<file path="src/rtl/serial_adder.sv">
// Bit-serial adder/subtractor: a single full-adder cell is reused for WIDTH
// cycles per operation, with a start/busy/done handshake and held result registers.
module serial_adder #(
    parameter int WIDTH = 8
) (
    input  logic             clk,
    input  logic             reset,
    input  logic             start,
    input  logic             sub,
    input  logic [WIDTH-1:0] a,
    input  logic [WIDTH-1:0] b,
    output logic             busy,
    output logic             done,
    output logic [WIDTH-1:0] sum,
    output logic             cout,
    output logic             ovf
);

    localparam int CW = (WIDTH > 2) ? $clog2(WIDTH) : 1;
    localparam logic [CW-1:0] LAST_BIT = CW'(WIDTH - 1);
    localparam logic [CW-1:0] MSB_M1   = CW'(WIDTH - 2);

    typedef enum logic [1:0] {IDLE, RUN, DONE} state_t;

    state_t           state_reg;
    logic [WIDTH-1:0] ra_reg;
    logic [WIDTH-1:0] rb_reg;
    logic [WIDTH-1:0] part_reg;
    logic [CW-1:0]    cnt_reg;
    logic             carry_reg;
    logic             cin_msb_reg;

    // The one full-adder cell, fed from the LSBs of the operand shifters.
    logic fa_s;
    logic fa_c;
    assign fa_s = ra_reg[0] ^ rb_reg[0] ^ carry_reg;
    assign fa_c = (ra_reg[0] & rb_reg[0]) | (carry_reg & (ra_reg[0] ^ rb_reg[0]));

    always_ff @(posedge clk or posedge reset) begin
        if (reset) begin
            state_reg   <= IDLE;
            ra_reg      <= '0;
            rb_reg      <= '0;
            part_reg    <= '0;
            cnt_reg     <= '0;
            carry_reg   <= 1'b0;
            cin_msb_reg <= 1'b0;
            busy        <= 1'b0;
            done        <= 1'b0;
            sum         <= '0;
            cout        <= 1'b0;
            ovf         <= 1'b0;
        end else begin
            case (state_reg)
                IDLE, DONE: begin
                    done <= 1'b0;
                    if (start) begin
                        // Subtraction is a + ~b + 1: invert b and seed the carry with 1.
                        ra_reg    <= a;
                        rb_reg    <= sub ? ~b : b;
                        carry_reg <= sub;
                        cnt_reg   <= '0;
                        busy      <= 1'b1;
                        state_reg <= RUN;
                    end else begin
                        busy      <= 1'b0;
                        state_reg <= IDLE;
                    end
                end
                RUN: begin
                    part_reg  <= {fa_s, part_reg[WIDTH-1:1]};
                    ra_reg    <= ra_reg >> 1;
                    rb_reg    <= rb_reg >> 1;
                    carry_reg <= fa_c;
                    cnt_reg   <= cnt_reg + CW'(1);
                    // Carry leaving bit WIDTH-2 is the carry into the MSB.
                    if (cnt_reg == MSB_M1) begin
                        cin_msb_reg <= fa_c;
                    end
                    if (cnt_reg == LAST_BIT) begin
                        sum       <= {fa_s, part_reg[WIDTH-1:1]};
                        cout      <= fa_c;
                        ovf       <= ((WIDTH == 2) ? carry_reg : cin_msb_reg) ^ fa_c;
                        busy      <= 1'b0;
                        done      <= 1'b1;
                        state_reg <= DONE;
                    end
                end
                default: begin
                    busy      <= 1'b0;
                    done      <= 1'b0;
                    state_reg <= IDLE;
                end
            endcase
        end
    end

endmodule

</file>
<file path="config.mk">
export PLATFORM = sky130hd
export DESIGN_NAME = serial_adder
export DESIGN_NICKNAME = d
export VERILOG_FILES = /design/src/rtl/serial_adder.sv
export SDC_FILE = /design/constraint.sdc
export NUM_CORES = 1
export LEC_CHECK = 0
export ABC_AREA = 1
export CORE_MARGIN = 2
export CORE_UTILIZATION = 45
export CTS_CLUSTER_DIAMETER = 50
export DETAILED_ROUTE_END_ITERATION = 7
export GPL_ROUTABILITY_DRIVEN = 0
export GPL_TIMING_DRIVEN = 0
export PLACE_DENSITY = 0.79
export SYNTH_ARGS = -nofsm -noshare
export SYNTH_HDL_FRONTEND = slang
export SYNTH_SLANG_ARGS = --single-unit
</file>
<file path="constraint.sdc">
create_clock -name clk -period 1.3 [get_ports clk]
set_input_delay 0.195 -clock clk [delete_from_list [all_inputs] [get_ports clk]]
set_output_delay 0.195 -clock clk [all_outputs]
set_load 0.005 [all_outputs]
</file>
==> flow_summary.ini, run 1 <==
[die]
num_rows = 23
die_area_sq_um = 4870
floorplan.die.height_um = 69.8
core_area_sq_um = 4090
die-width_um = 69.8
starting_utilization_of_the_core_area_pct = 47.7
ioPinCount = 32

[pwr]
p_leak_uw = 0.00137
pwr_per_cell_area_nw_per_um2 = 2260
finalPower_uw = 5680
ir_worst_vdd_v = 0.000878

[synth]
netlist_instances = 239
synth_seq_area_share_pct = 52.7
mappedNetlistNets = 263
postSynth.asyncResetShare_pct = 100
synth_area_leaders = dfrtp_1 53%, nand2_1 21%, nand3_1 9.8%
number_of_enable_flip_flop_cells_after_synthesis = 0
yosys-top-cells-count = 109 x nand2_1, 41 x dfrtp_1, 38 x nand3_1
post-synth-top-area-cell = dfrtp_1
netlist-cell-type-count = 20
ys_ff_latch = 41
netlist_area_sq_um = 1950
syn-mean-instance-area_sq_um = 8.15
yosys_most_used_dff = dfrtp_1
yosys.area.top_type_share_pct = 52.7
yosysWarningCount = 0
synthMostInstantiatedCell = nand2_1

[drt]
detail_route.iter0.violations = 74
detailroute.via_count = 1594
finalWirelength_mm = 3.80
drt_first_pass_iters = 4
drt.antenna.violating_nets = 0
route.detailed.wl_per_inst_um = 11.4
post-route-drc-count = 0
mean_number_of_vias_per_cell = 4.79

[hold_path]
hold_path_startpoint = start
hp-class = in -> reg
holdPathStages = 3

[clocking]
cts_max_path_buffers = 2
clk-insertion-delay-late_ns = 0.29
ctsHoldBuffers = 0
clock_tree.htree_level_count = 2
cts_buffer_count = 5
cts_tree = done
clk_pin_slew_ns = 0.08
tritoncts_num_sinks = 41
cts.root.buffer_cell = clkbuf_8

[timing]
highest_clock_frequency_the_design_can_meet_ghz = 0.780
timing.final.max_slew_violations = 0
worst_clock_skew_ns = 0.00575
setup_tns_ns = 0
report.final.setup_viol = 0
hold_violations = 0
setup_slack_ns = 0.0174
slew_headroom_pct = 44.7
layout_worst_path_cycle_share_pct = 98.7
hold_ws_ns = 0.268
final_period_minus_worst_setup_slack_ns = 1.28
max_slew.worst_pin.slew_ns = 0.829

[cells_and_area]
layout.area.seq_sq_um = 1030
drive_gt1_share_pct = 12.7
synth_to_final_area_change_pct = 29.3
stdcell_area_sq_um = 2520
fillCellCount = 381
final_net_count = 306
multi_input_area_sq_um = 783
antennaDiodeCount = 0

[setup_path]
worstSetupStartpoint = state_reg[0]
timing.critical_path.depth = 6
length_in_cells_of_the_worst_reg_to_reg_path = 6
cpPeakStageDelay_ns = 0.41
r2r_end = cin_msb_reg
critical_path.cell_chain = buf_6, nand2_4, buf_8, buf_12, o21ai_0, nand2_1
r2r_setup_slack_ns = 0.02
crit_slowest_cell = dfrtp_1
critPathLaunchType = flop
critical-path-top-delay-family = buffers and inverters
r2r-start = state_reg[0]
required_ns = 1.48
critical_path.endpoint_type = flop
cp_data_arrival_time_ns = 1.46
critPathKind = reg -> reg
timing_endpoint_of_the_critical_path = cin_msb_reg
crit_fanout = 10
cp.buffers_inverters = 3

[status]
run_status = finished clean

[global_route]
globalRoute.totalOverflow = 0
wire_length_of_the_first_global_routing_pass_mm = 6.61
antenna_found_initial = 0
grt.total_usage_pct = 17.0
grt_max_degree = 42
grt_pass1_vias = 1512

[flow_run]
cap_viol_max_count = 0

[placed_design]
post-dp-hpwl_mm = 2.62
io_buffer_count = 29
placedInstanceArea_sq_um = 2300
detailedPlace.worstSlack_ns = -0.0477
## report_power, final
part           internal, uW  switching (uW)  leakage (uW)  total, uW
Sequential             1850             363      0.000518       2220
Clock                   624             446     0.0000574       1070
Combinational          1140            1260      0.000795       2400
Total                  3610            2070       0.00137       5680
## stage by stage
stage | utilization (%) | cells
after global placement | 56.3 | 318
after floorplan | - | 239
final | 61.6 | 333
after detailed placement | 56.3 | 318
after global routing | 61.6 | 333
after CTS | 60.1 | 332
## routing by layer
layer,global-route usage (%),wire length [um],share of wire [%],up-vias
li1,-,-,-,819
met2,27.7,1860,49,29
met4,7.05,90,2.4,0
met5,0,0,0,-
met1,21.3,1720,45,737
met3,4.36,129,3.4,9
## area by class of cell
| cell class | instances | share of cell area, % |
|---|---|---|
| flip-flops and latches | 41 | 40.7 |
| multi-input cells | 165 | 31.1 |
| repair buffers | 36 | 13.5 |
| inverters | 25 | 4.22 |
| clock buffers | 6 | 3.28 |
| plain buffers | 8 | 3.18 |
| well taps | 50 | 2.48 |
| clock inverters | 2 | 1.49 |
## placed cells by master (no fill, tap or decap)
master | Yosys | layout
inv_4 | 0 | 2
dfrtp_1 | 41 | 41
nor2_4 | 1 | 2
bufinv_16 | 0 | 1
inv_1 | 22 | 20
buf_4 | 3 | 8
clkbuf_8 | 0 | 6
fa_2 | 0 | 1
buf_2 | 1 | 1
buf_12 | 0 | 1
or2_0 | 1 | 1
clkdlybuf4s50_1 | 0 | 17
ha_2 | 0 | 1
dlygate4sd2_1 | 0 | 12
inv_2 | 2 | 2
nor2_1 | 1 | 1
ha_1 | 3 | 1
ha_4 | 0 | 1
nand3_1 | 38 | 38
o21ai_1 | 2 | 2
nand2_4 | 1 | 3
inv_8 | 0 | 1
o21ai_0 | 3 | 3
nand2_1 | 109 | 109
xor2_1 | 2 | 2
buf_8 | 0 | 1
clkinvlp_4 | 0 | 1
buf_6 | 4 | 4
## cell families (layout without fill, tap and decap cells)
kind of cell / after synthesis / after routing / synth area share [%]
and+or+nand+nor: 154 / 154 / 33.4
DFF: 41 / 41 / 52.7
buffers and inverters: 33 / 77 / 8.80
AOI/OAI and AO/OA: 5 / 5 / 1.28
adders and majority gates: 4 / 4 / 2.95
xor gates and xnor gates: 2 / 2 / 0.899
## timing repair
action | 4_1_cts | 5_1_grt
cloned | 0 | 1
pin swaps | 0 | 1
setup buffers | 6 | 1
setup endpoints to repair | 22 | 22
resized for setup | 15 | 11
## worst min path at each step
stage / slack, ns / to
after floorplan: 0.31 / ra_reg[7]
after global placement: 0.46 / sum[6]
after detailed placement: 0.46 / sum[0]
after CTS: 0.29 / ra_reg[0]
after global routing: 0.28 / busy
final: 0.27 / busy
## tightest hold or removal path, delay by kind of cell
| kind | cells | cell delay (ns) |
|---|---|---|
| simple gates | 2 | 0.19 |
| buf+inv | 1 | 0.15 |
(Power assumes the default switching activity.)
==> run 2, diff against run 1 <==
MAX_ROUTING_LAYER = met4   (was default)
==> flow_summary.ini, run 2 (same netlist as run 1, synthesis figures left out) <==
[timing]
worst_clock_skew_ns = 0.00574
max_slew.worst_pin.slew_ns = 0.829
hold_ws_ns = 0.267
layout_worst_path_cycle_share_pct = 98.7
highest_clock_frequency_the_design_can_meet_ghz = 0.779
final_period_minus_worst_setup_slack_ns = 1.28
slew_headroom_pct = 44.6
hold_violations = 0
report.final.setup_viol = 0
timing.final.max_slew_violations = 0

[drt]
mean_number_of_vias_per_cell = 4.78
drt_first_pass_iters = 4
detailroute.via_count = 1593
finalWirelength_mm = 3.80
detail_route.iter0.violations = 78
drt.antenna.violating_nets = 0
route.detailed.wl_per_inst_um = 11.4
post-route-drc-count = 0

[cells_and_area]
fillCellCount = 381
layout.cells.most_common_list = 109 x nand2_1, 41 x dfrtp_1, 38 x nand3_1, 20 x inv_1, 17 x clkdlybuf4s50_1
antennaDiodeCount = 0
synth_to_final_area_change_pct = 29.3
post-route-util_pct = 61.6
stdcell_area_sq_um = 2520
layout.cells.most_common = nand2_1
final_net_count = 306
drive_gt1_share_pct = 12.7

[die]
ioPinCount = 32
floorplan.die.height_um = 69.8
die-width_um = 69.8
die_area_sq_um = 4870
core_area_sq_um = 4090
starting_utilization_of_the_core_area_pct = 47.7
num_rows = 23

[clocking]
cts.root.buffer_cell = clkbuf_8
cts_max_path_buffers = 2
clk-insertion-delay-late_ns = 0.30
ctsHoldBuffers = 0
clock_tree.htree_level_count = 2
cts_tree = done
clk_pin_slew_ns = 0.08
cts_buffer_count = 5
tritoncts_num_sinks = 41

[pwr]
ir_worst_vdd_v = 0.000877
p_leak_uw = 0.00137
power.net_switching_uw = 2070
pwr_per_cell_area_nw_per_um2 = 2260
p_int_uw = 3610
power_frac_clock_pct = 18.8
power_switching_share_pct = 36.5
power.combinational.fraction_pct = 42.2
power.sequential.fraction_pct = 39.0

[setup_path]
critPathKind = reg -> reg
critical_path.endpoint_type = flop
crit_fanout = 10
critPathLaunchType = flop
r2r_setup_slack_ns = 0.02
cpPeakStageDelay_ns = 0.41
required_ns = 1.48
crit_slowest_cell = dfrtp_1
cp_data_arrival_time_ns = 1.46
critical_path.cell_chain = buf_6, nand2_4, buf_8, buf_12, o21ai_0, nand2_1

[global_route]
globalRoute.totalOverflow = 0
grt.total_usage_pct = 17.4
wire_length_of_the_first_global_routing_pass_mm = 6.61
antenna_found_initial = 0
grt_max_degree = 42
grt_pass1_vias = 1513

[placed_design]
post-dp-hpwl_mm = 2.62
placedInstanceArea_sq_um = 2300
io_buffer_count = 29

[hold_path]
hp-class = in -> reg

[flow_run]
cap_viol_max_count = 0

[status]
run_status = finished clean
[run 2: cell counts in the layout (fill, tap and decap cells not counted)]
No cell type changed its count.
[run 2: critical path, delay by kind of cell (launching register included)]
| kind | cells | cell delay [ns] |
|---|---|---|
| flops | 1 | 0.41 |
| simple gates | 2 | 0.17 |
| buf+inv | 3 | 0.42 |
| compound gates | 1 | 0.17 |
[run 2: per-layer routing]
metal / up-vias / part of all wire [%] / global-route usage [%]
met3: 9 / 3.5 / 4.36
met4: 0 / 2.3 / 7.05
met1: 736 / 45 / 21.3
met2: 29 / 49 / 27.7
li1: 819 / - / -
met5: - / 0 / -
[run 2: final timing paths]
path | depth (start not counted) | end | from
worst min register to register | 2 | sum[3] | sum[3]
max in group asynchronous | 2 | ra_reg[6] | reset
min in group asynchronous | 2 | ra_reg[3] | reset
worst min-delay path | 3 | busy | start
worst max register to register | 6 | cin_msb_reg | state_reg[0]
worst max-delay path | 6 | cin_msb_reg | state_reg[0]
[run 2: area by class of cell]
type / instances / area (sq um) / share of cell area, %
Sequential cell: 41 / 1030 / 40.7
Multi-Input combinational cell: 165 / 783 / 31.1
Timing Repair Buffer: 36 / 340 / 13.5
Inverter: 25 / 106 / 4.22
Clock buffer: 6 / 82.6 / 3.28
Buffer: 8 / 80.1 / 3.18
Tap cell: 50 / 62.6 / 2.48
Clock inverter: 2 / 37.5 / 1.49
[run 2: power groups by stage]
| stage | logic, uW | registers (uW) | clock network, uW |
|---|---|---|---|
| after floorplan | 1490 | 2160 | 0 |
| after global placement | 2140 | 2190 | 0 |
| after detailed placement | 2210 | 2230 | 0 |
| after CTS | 2250 | 2190 | 1090 |
| after global routing | 2730 | 2290 | 1130 |
| final | 2400 | 2220 | 1070 |
[run 2: stage by stage]
| stage | std cells | setup slack (ns) | total power [uW] | setup TNS [ns] |
|---|---|---|---|---|
| floorplan | 239 | 0.0585 | 3650 | 0 |
| global placement | 318 | -0.653 | 4330 | -26.77 |
| detailed placement | 318 | -0.0477 | 4440 | -0.397 |
| CTS | 332 | 0.0210 | 5520 | 0 |
| global route | 333 | -0.00703 | 6150 | -0.00703 |
| finish | 333 | 0.0171 | 5690 | 0 |
[run 2: what timing repair did]
item,in CTS,in global routing
resized for setup,15,11
cloned,0,1
pin swaps,0,1
setup endpoints to repair,22,22
hold endpoints to repair,0,0
buffers inserted,6,1
